===== src/rtl/magnetron.sv =====
// Magnetron enable controller: synchronized pushbuttons and interlocks
// driving a two-state IDLE/COOK machine with a registered mag_on output.
module magnetron #(
    parameter int SYNC_STAGES = 2
) (
    input  logic clk,
    input  logic clearn,
    input  logic startn,
    input  logic stopn,
    input  logic door_closed,
    input  logic timer_done,
    output logic mag_on
);

    localparam logic [1:0] IDLE = 2'b01;
    localparam logic [1:0] COOK = 2'b10;

    logic [SYNC_STAGES-1:0] start_sync_q, start_sync_d;
    logic [SYNC_STAGES-1:0] stop_sync_q, stop_sync_d;
    logic [SYNC_STAGES-1:0] door_sync_q, door_sync_d;
    logic [SYNC_STAGES-1:0] timer_sync_q, timer_sync_d;
    logic [SYNC_STAGES-1:0] valid_q, valid_d;
    logic                   edge_q, edge_d;
    logic                   arm_q, arm_d;
    logic                   start_evt_q, start_evt_d;
    logic                   mag_on_q, mag_on_d;
    logic [1:0]             state_q, state_d;

    logic start_s;
    logic stop_s;
    logic door_s;
    logic timer_s;
    logic stop_cond;
    logic start_fall;

    assign start_s   = start_sync_q[SYNC_STAGES-1];
    assign stop_s    = stop_sync_q[SYNC_STAGES-1];
    assign door_s    = door_sync_q[SYNC_STAGES-1];
    assign timer_s   = timer_sync_q[SYNC_STAGES-1];
    assign stop_cond = ~stop_s | ~door_s | timer_s;
    // Armed only once a real (post-reset) high on startn has been seen,
    // so a button held through reset cannot fake a falling edge.
    assign start_fall = arm_q & edge_q & ~start_s;

    always_comb begin
        start_sync_d = {start_sync_q[SYNC_STAGES-2:0], startn};
        stop_sync_d  = {stop_sync_q[SYNC_STAGES-2:0], stopn};
        door_sync_d  = {door_sync_q[SYNC_STAGES-2:0], door_closed};
        timer_sync_d = {timer_sync_q[SYNC_STAGES-2:0], timer_done};
        valid_d      = {valid_q[SYNC_STAGES-2:0], 1'b1};
        edge_d       = start_s;
        arm_d        = arm_q | (valid_q[SYNC_STAGES-1] & start_s);
        start_evt_d  = start_fall & ~stop_cond;
    end

    always_comb begin
        state_d = IDLE;
        case (state_q)
            IDLE: begin
                if (stop_cond)
                    state_d = IDLE;
                else if (start_evt_q)
                    state_d = COOK;
                else
                    state_d = IDLE;
            end
            COOK:    state_d = stop_cond ? IDLE : COOK;
            default: state_d = IDLE;
        endcase
    end

    always_comb begin
        mag_on_d = (state_d == COOK);
    end

    always_ff @(posedge clk or negedge clearn) begin
        if (!clearn) begin
            start_sync_q <= '1;
            stop_sync_q  <= '1;
            door_sync_q  <= '0;
            timer_sync_q <= '0;
            valid_q      <= '0;
            edge_q       <= 1'b1;
            arm_q        <= 1'b0;
            start_evt_q  <= 1'b0;
            state_q      <= IDLE;
            mag_on_q     <= 1'b0;
        end else begin
            start_sync_q <= start_sync_d;
            stop_sync_q  <= stop_sync_d;
            door_sync_q  <= door_sync_d;
            timer_sync_q <= timer_sync_d;
            valid_q      <= valid_d;
            edge_q       <= edge_d;
            arm_q        <= arm_d;
            start_evt_q  <= start_evt_d;
            state_q      <= state_d;
            mag_on_q     <= mag_on_d;
        end
    end

    assign mag_on = mag_on_q;

endmodule


===== config.mk =====
export PLATFORM = sky130hd
export DESIGN_NAME = magnetron
export DESIGN_NICKNAME = d
export VERILOG_FILES = /design/src/rtl/magnetron.sv
export SDC_FILE = /design/constraint.sdc
export NUM_CORES = 1
export LEC_CHECK = 0
export CORE_AREA = 4 4 41 43
export DETAILED_ROUTE_END_ITERATION = 8
export DIE_AREA = 0 0 45 47
export PLACE_DENSITY = 0.64
export SLEW_MARGIN = 5
export SYNTH_ARGS = -nofsm -noshare
export SYNTH_HDL_FRONTEND = slang
export SYNTH_SLANG_ARGS = --single-unit

===== constraint.sdc =====
create_clock -name clk -period 1.67 [get_ports clk]
set_clock_uncertainty 0.15 [all_clocks]
set_input_delay 0.167 -clock clk [delete_from_list [all_inputs] [get_ports clk]]
set_output_delay 0.167 -clock clk [all_outputs]
set_load 0.01 [all_outputs]

==> impl_metrics.ini, run 1 <==
[placement]
dp_hpwl_um = 578
gp_congestion = 0.647
portBuffers = 6

[min_path]
hold_path.class = input port to asynchronous set/reset pin

[clock_network]
post_cts.repair.setup_buffers = 0
cts_tree = done
clkTransAtPathRegs_ns = 0.09
holdBufCountCts = 0
cts_max_level = 1
clock_latency_ns = 0.27
clockBufferDepth = 2
post_cts_resized = 0
numClockSinks = 16
numCtsBuffers = 3
clock-root-buffer = clkbuf_4

[layout]
n_fill_cell = 119
drive_above_1_share = 0.279
multiInputGateArea_um2 = 114
syn_to_final_growth_pct = 21.3
n_antenna_cell = 0
register_area_um2 = 408
final_nets = 52
utilization = 0.493

[worst_setup_path]
crit_buf_inv = 1
worstPathCellList = inv_1 > ha_1 > nor3b_1 > nor2_1
reg2reg_slack_ns = 0.18
worstPathArrival_ns = 1.54
end_kind = register
required_ns = 1.72
cpPeakStageDelay_ns = 0.54
path_class = register to register
cp_slowest_cell = dfstp_2
cp_max_fo = 4
cp-start-kind = register
cp_top_family = flip-flops

[synth]
synth_xor_area_frac = 0
synth-compound-area-share = 0.0473
synth-simple-area-share = 0.0946
syn_inst = 32
synth_nets = 40
yosys.area_share.adder = 0.0473
ys_seq_area_frac = 0.771
synth_top_family_by_area = simple AND/OR/NAND/NOR gates
yosysUniqueCellTypes = 14
synth_area_um2 = 529
muxShareOfSynthArea = 0.0189
syn_area_per_cell_um2 = 16.5
synth-warning-count = 0
synth_seq_cells = 16

[timing]
period_needed_ns = 1.49
final_max_slew_viol_count = 0
fmaxAchievable_mhz = 672
fin_setup_tns_ns = 0
timing.final.crit_share = 0.891
rsz0062_at_grt = no
finalSetupViolCount = 0
hold_viol = 0

[route]
viasPerCell = 4.57
antenna_left = 0
drt-initial-drc-count = 0
drc = 0
finalWirelength_um = 722
wl_per_cell_um = 12.4
vias = 265
drtPass1Iterations = 1

[floorplan]
dieWidth_um = 45
initial_core_util = 0.407
row_count = 13
die_y_um = 47
die-area_um2 = 2120
core-area_um2 = 1300
ios = 7

[global_route]
grt_pass1_vias = 328
overflow = 0
grt_max_degree = 17
antenna_found_initial = 0
grt.total_usage = 0.0950
grt_pass1_wl_um = 1320

[outcome]
status = complete, no violations

[job]
maxCapViolCount = 0

[power]
power_density_nw_per_um2 = 1060
leakage_uw = 0.000295
peakVddDrop_mv = 0.437
[sequential cells by signal, summed over array words and instances (netlist names)]
| signal | flops |
|---|---|
| valid_q | 2 |
| arm_q | 1 |
| state_q | 2 |
| mag_on | 1 |
| timer_sync_q | 2 |
| edge_q | 1 |
| start_evt_q | 1 |
| start_sync_q | 2 |
| stop_sync_q | 2 |
| door_sync_q | 2 |
[synth_stat cells]
cell	instances	area share
conb_1	1	0.0071
dfrtp_1	10	0.47
dfstp_2	6	0.30
a211oi_2	1	0.024
mux2i_1	1	0.019
nor3_1	3	0.028
ha_1	2	0.047
nor2_1	1	0.0071
nor3b_1	1	0.014
inv_1	2	0.014
a21o_1	1	0.014
nand2_1	1	0.0071
nand3b_4	1	0.038
a21oi_1	1	0.0094
[metal layers]
metal	share of wire	up-vias	GRT usage
met5	0	-	0
met4	0.0055	0	0.0702
met3	0.053	2	0.0230
met2	0.59	7	0.178
met1	0.34	130	0.0887
li1	-	126	-
[worst paths after layout]
| path | startpoint | end | depth (start not counted) |
|---|---|---|---|
| setup / recovery | state_q[0]$_DFF_PN1_ | state_q[0]$_DFF_PN1_ | 4 |
| hold / removal | clearn | timer_sync_q[0]$_DFF_PN0_ | 2 |
| setup reg to reg | state_q[0]$_DFF_PN1_ | state_q[0]$_DFF_PN1_ | 4 |
| hold reg to reg | start_sync_q[0]$_DFF_PN1_ | start_sync_q[1]$_DFF_PN1_ | 0 |
| max in group asynchronous | clearn | state_q[0]$_DFF_PN1_ | 2 |
| min in group clk | startn | start_sync_q[0]$_DFF_PN1_ | 1 |
[area by class of cell]
| type | count | area share |
|---|---|---|
| inverters | 2 | 0.0117 |
| clock buffers | 4 | 0.0409 |
| well taps | 15 | 0.0292 |
| repair buffers | 7 | 0.105 |
| multi-input cells | 14 | 0.177 |
| flip-flops and latches | 16 | 0.635 |
[power breakdown]
part           total, uW  leakage (uW)  internal (uW)  switching (uW)
Sequential           425      0.000184            416            9.07
Combinational       60.2     0.0000963           29.3            30.9
Clock                198     0.0000150           92.4             106
[placed cells by master, fill, tap and decap left out, drive strengths merged]
cell	synthesis	layout
dfstp	6	6
clkbuf	0	4
dfrtp	10	10
nor2	1	1
nor3b	1	1
ha	2	2
a211oi	1	1
nand3b	1	1
inv	2	2
buf	0	1
conb	1	1
clkdlybuf4s50	0	6
mux2i	1	1
a21oi	1	1
a21o	1	1
nor3	3	3
nand2	1	1
[per-stage QoR]
| step | cells | hold WS, ns | cell area (um2) | total power [uW] | worst slack, ns |
|---|---|---|---|---|---|
| 2_1_floorplan | 32 | -0.279 | 529 | 463 | 0.323 |
| 3_3_place_gp | 54 | 0.182 | 616 | 484 | 0.319 |
| 3_5_place_dp | 54 | 0.193 | 616 | 494 | 0.174 |
| 4_1_cts | 58 | 0.0318 | 642 | 698 | 0.169 |
| 5_1_grt | 58 | 0.0578 | 642 | 721 | 0.0580 |
| 6_report | 58 | 0.0422 | 642 | 683 | 0.182 |
[logic make-up after synthesis]
family | Yosys count
simple gates | 7
flops | 16
compound gates | 3
buf+inv | 2
other cells | 1
fa+ha+maj | 2
mux | 1
Note: power is estimated with default switching activity, not from simulation.
==> run 2, diff against run 1 <==
==> constraint.sdc (replaced) <==
create_clock -name clk -period 1.8 [get_ports clk]
set_clock_uncertainty 0.15 [all_clocks]
set_input_delay 0.18 -clock clk [delete_from_list [all_inputs] [get_ports clk]]
set_output_delay 0.18 -clock clk [all_outputs]
set_load 0.01 [all_outputs]
==> impl_metrics.ini, run 2 (synthesis results as in run 1) <==
[worst_setup_path]
worstPathArrival_ns = 1.13
cp_slowest_cell = clkdlybuf4s50_1
required_ns = 1.47
cp_top_family = buffers and inverters
end_kind = output pin
crit_buf_inv = 1
path_class = register to output pin
cp-start-kind = register
cp_max_fo = 1
worstPathCellList = clkdlybuf4s50_1
cpPeakStageDelay_ns = 0.52

[route]
top_layer_used = met4
viasPerCell = 4.91
finalWirelength_um = 684
drt-initial-drc-count = 0
vias = 275
wl_met2_um = 403
met3RoutedLength_um = 42
drc = 0
wl_per_cell_um = 12.2
antenna_left = 0
met1Wirelength_um = 216
drtPass1Iterations = 1

[power]
leakage_uw = 0.000289
swShare = 0.208
power_frac_clock = 0.277
seq_power_share = 0.638
p_int_uw = 489
power_density_nw_per_um2 = 979
power.switching_uw = 129
peakVddDrop_mv = 0.428
combPwrFrac = 0.085

[global_route]
grt_max_degree = 17
grt_pass1_wl_um = 1190
grt.total_usage = 0.0852
overflow = 0
grt_pass1_vias = 331
antenna_found_initial = 0

[layout]
final_common_cell = dfrtp_1
drive_above_1_share = 0.268
register_area_um2 = 408
final_cells = 56
final_cell_mix = 10 x dfrtp_1, 6 x dfstp_2, 6 x clkdlybuf4s50_1
multiInputGateArea_um2 = 114
n_antenna_cell = 0
syn_to_final_growth_pct = 19.1
final_nets = 51
n_fill_cell = 123

[clock_network]
post_cts_resized = 0
holdBufCountCts = 0
clockBufferDepth = 2
cts_tree = done
clock_latency_ns = 0.27
post_cts.repair.setup_buffers = 0
numClockSinks = 16
clock-root-buffer = clkbuf_4
numCtsBuffers = 3
cts_max_level = 1
clkTransAtPathRegs_ns = 0.08

[timing]
hold_viol = 0
finalSetupViolCount = 0
timing.final.crit_share = 0.809
hold_ws_ns = 0.149
tightest_slew_ns = 0.642
fmaxAchievable_mhz = 687
max-slew-margin-rel = 0.570
timing.final.ws_setup_ns = 0.344
rsz0062_at_grt = no
fin_setup_tns_ns = 0
final_max_slew_viol_count = 0
period_needed_ns = 1.46

[floorplan]
row_count = 13
initial_core_util = 0.407
die-area_um2 = 2120
die_y_um = 47
dieWidth_um = 45
core-area_um2 = 1300
ios = 7

[placement]
post-place-ws_ns = 0.339
gp_congestion = 0.615
dp.cells = 53
portBuffers = 6

[outcome]
status = complete, no violations

[min_path]
hold_path.class = input port to asynchronous set/reset pin

[job]
maxCapViolCount = 0
run 2: cell types whose count changed in the layout (fill, tap and decap cells not counted):
cell and delta:
buf_4 -1, clkbuf_1 -1
run 2: final cells by class:
type | count | area share
sequential | 16 | 0.647
clock buffer | 3 | 0.0357
inverter | 2 | 0.0119
timing repair buffer | 6 | 0.0952
multi-input combinational | 14 | 0.181
tap | 15 | 0.0298
run 2: path summary, 6_finish.rpt:
kind                                                 from                   endpoint  slack (ns)  cells after the start
worst max register to register       state_q[0]$_DFF_PN1_       state_q[0]$_DFF_PN1_        0.35                      4
worst max-delay path                     mag_on$_DFF_PN0_                     mag_on        0.34                      1
min in group clk                                    stopn   stop_sync_q[0]$_DFF_PN1_        0.15                      1
max in group asynchronous                          clearn      start_evt_q$_DFF_PN0_        0.94                      1
worst min-delay path                               clearn   door_sync_q[0]$_DFF_PN0_        0.15                      1
worst min register to register  timer_sync_q[0]$_DFF_PN0_  timer_sync_q[1]$_DFF_PN0_        0.20                      0
run 2: power groups by stage:
stage | sequential, uW | clock, uW | combinational (uW)
6_report | 394 | 171 | 52.5
5_1_grt | 397 | 194 | 59.7
4_1_cts | 395 | 183 | 54.4
3_5_place_dp | 401 | 0 | 54.3
3_3_place_gp | 399 | 0 | 48.4
2_1_floorplan | 399 | 0 | 30.5
run 2: through the flow:
stage | util | power, uW | area [um2]
2_1_floorplan | - | 429 | 529
3_3_place_gp | 0.467 | 448 | 608
3_5_place_dp | 0.467 | 456 | 608
4_1_cts | 0.485 | 632 | 631
5_1_grt | 0.485 | 651 | 631
6_report | 0.485 | 617 | 631
run 2: layer usage:
metal / vias to the layer above / global-route usage
li1: 124 / -
met1: 137 / 0.0639
met2: 10 / 0.164
met3: 4 / 0.0230
met4: 0 / 0.0877
met5: - / 0
==> run 3, diff against run 2 <==
--- a/config.mk
+++ b/config.mk
@@ -8,7 +8,7 @@
 export CORE_AREA = 4 4 41 43
 export DETAILED_ROUTE_END_ITERATION = 8
 export DIE_AREA = 0 0 45 47
-export PLACE_DENSITY = 0.64
+export PLACE_DENSITY = 0.66
 export SLEW_MARGIN = 5
 export SYNTH_ARGS = -nofsm -noshare
 export SYNTH_HDL_FRONTEND = slang
==> constraint.sdc (replaced) <==
create_clock -name clk -period 1.2 [get_ports clk]
set_clock_uncertainty 0.15 [all_clocks]
set_input_delay 0.12 -clock clk [delete_from_list [all_inputs] [get_ports clk]]
set_output_delay 0.12 -clock clk [all_outputs]
set_load 0.01 [all_outputs]
==> impl_metrics.ini, run 3 (synthesis results as in run 1) <==
[outcome]
status = complete, but fails checks
failed_checks = negative setup slack

[clock_network]
clockBufferDepth = 2
clock_latency_ns = 0.27
numClockSinks = 16
post_cts.repair.setup_buffers = 0
numCtsBuffers = 3
cts_max_level = 1
clock-root-buffer = clkbuf_4
clkTransAtPathRegs_ns = 0.08
cts_tree = done

[timing]
hold_viol = 0
final_max_slew_viol_count = 0
finalSetupViolCount = 3
timing.final.crit_share = 1.08
hold_ws_ns = 0.0941
fin_setup_tns_ns = -0.250
fmaxAchievable_mhz = 774
timing.final.ws_setup_ns = -0.0917
period_needed_ns = 1.29
rsz0062_at_grt = yes

[placement]
gp_congestion = 0.593
portBuffers = 6
dp_hpwl_um = 534

[layout]
syn_to_final_growth_pct = 33.6
multiInputGateArea_um2 = 161
final_nets = 54
register_area_um2 = 408
n_antenna_cell = 0
n_fill_cell = 113
utilization = 0.543
final_common_cell = dfrtp_1
drive_above_1_share = 0.422
final_cell_mix = 10 x dfrtp_1, 6 x dfstp_2, 5 x clkdlybuf4s50_1

[worst_setup_path]
end_kind = register
cp_max_fo = 4
worstPathArrival_ns = 1.35
required_ns = 1.26
cp-start-kind = register
path_class = register to register

[floorplan]
core-area_um2 = 1300
dieWidth_um = 45
initial_core_util = 0.407
row_count = 13
die-area_um2 = 2120
ios = 7
die_y_um = 47

[power]
power.switching_uw = 216
swShare = 0.216
seq_power_share = 0.597
power_density_nw_per_um2 = 1410
power_frac_clock = 0.271
p_int_uw = 784
peakVddDrop_mv = 0.754
leakage_uw = 0.000297
combPwrFrac = 0.131

[global_route]
grt_max_degree = 17
antenna_found_initial = 0
overflow = 0
grt.total_usage = 0.0964
grt_pass1_vias = 316
grt_pass1_wl_um = 1350

[min_path]
hold_path.class = input port to register

[route]
vias = 276
met1Wirelength_um = 264
drt-initial-drc-count = 1
viasPerCell = 4.60
top_layer_used = met4
wl_per_cell_um = 12.7
drc = 0
finalWirelength_um = 760
met3RoutedLength_um = 37
wl_met2_um = 421
antenna_left = 0
drtPass1Iterations = 2

[job]
maxCapViolCount = 0
## run 3: final timing paths
check	start	slack, ns	endpoint	depth (start not counted)
setup / recovery	state_q[0]$_DFF_PN1_	-0.09	state_q[0]$_DFF_PN1_	4
hold / removal	stopn	0.09	stop_sync_q[0]$_DFF_PN1_	1
setup reg to reg	state_q[0]$_DFF_PN1_	-0.09	state_q[0]$_DFF_PN1_	4
hold reg to reg	door_sync_q[0]$_DFF_PN0_	0.21	door_sync_q[1]$_DFF_PN0_	0
max in group asynchronous	clearn	0.11	start_sync_q[1]$_DFF_PN1_	3
min in group asynchronous	clearn	0.54	mag_on$_DFF_PN0_	3
## run 3: power by group through the flow
stage / clock, uW / combinational, uW / sequential, uW
floorplan: 0 / 60.8 / 600
global placement: 0 / 101 / 601
detailed placement: 0 / 111 / 604
CTS: 292 / 126 / 597
global route: 312 / 144 / 600
finish: 271 / 131 / 597
## run 3: what timing repair did
action	CTS	global route
hold buffers	1	0
gates resized for setup	5	1
pin swaps	1	0
hold endpoints to repair	9	0
setup endpoints to repair	4	3
## run 3: worst max-delay path, stage by stage, from the launching register on
cell and delay, ns:
dfstp_2 0.57, inv_2 0.05, ha_4 0.23, nor3b_2 0.16, nor2_1 0.07
## run 3: layout make-up
class / instances / share of cell area
Clock buffer: 4 / 0.0372
Inverter: 2 / 0.0106
Multi-Input combinational cell: 14 / 0.228
Sequential cell: 16 / 0.577
Tap cell: 15 / 0.0265
Timing Repair Buffer: 9 / 0.120
## run 3: metrics by stage
stage	instances	cell area [um2]	total power, uW	setup slack, ns
after floorplan	32	549	661	-0.00593
after global placement	55	643	701	-0.0113
after detailed placement	55	643	714	-0.0640
after CTS	60	698	1020	-0.0873
after global routing	60	707	1060	-0.132
final	60	707	1000	-0.0917
## run 3: routing by layer
metal  up-vias  global-route usage
met3         4              0.0268
met4         0              0.0936
met5         -                   0
met2        11               0.167
li1        129                   -
met1       132              0.0905
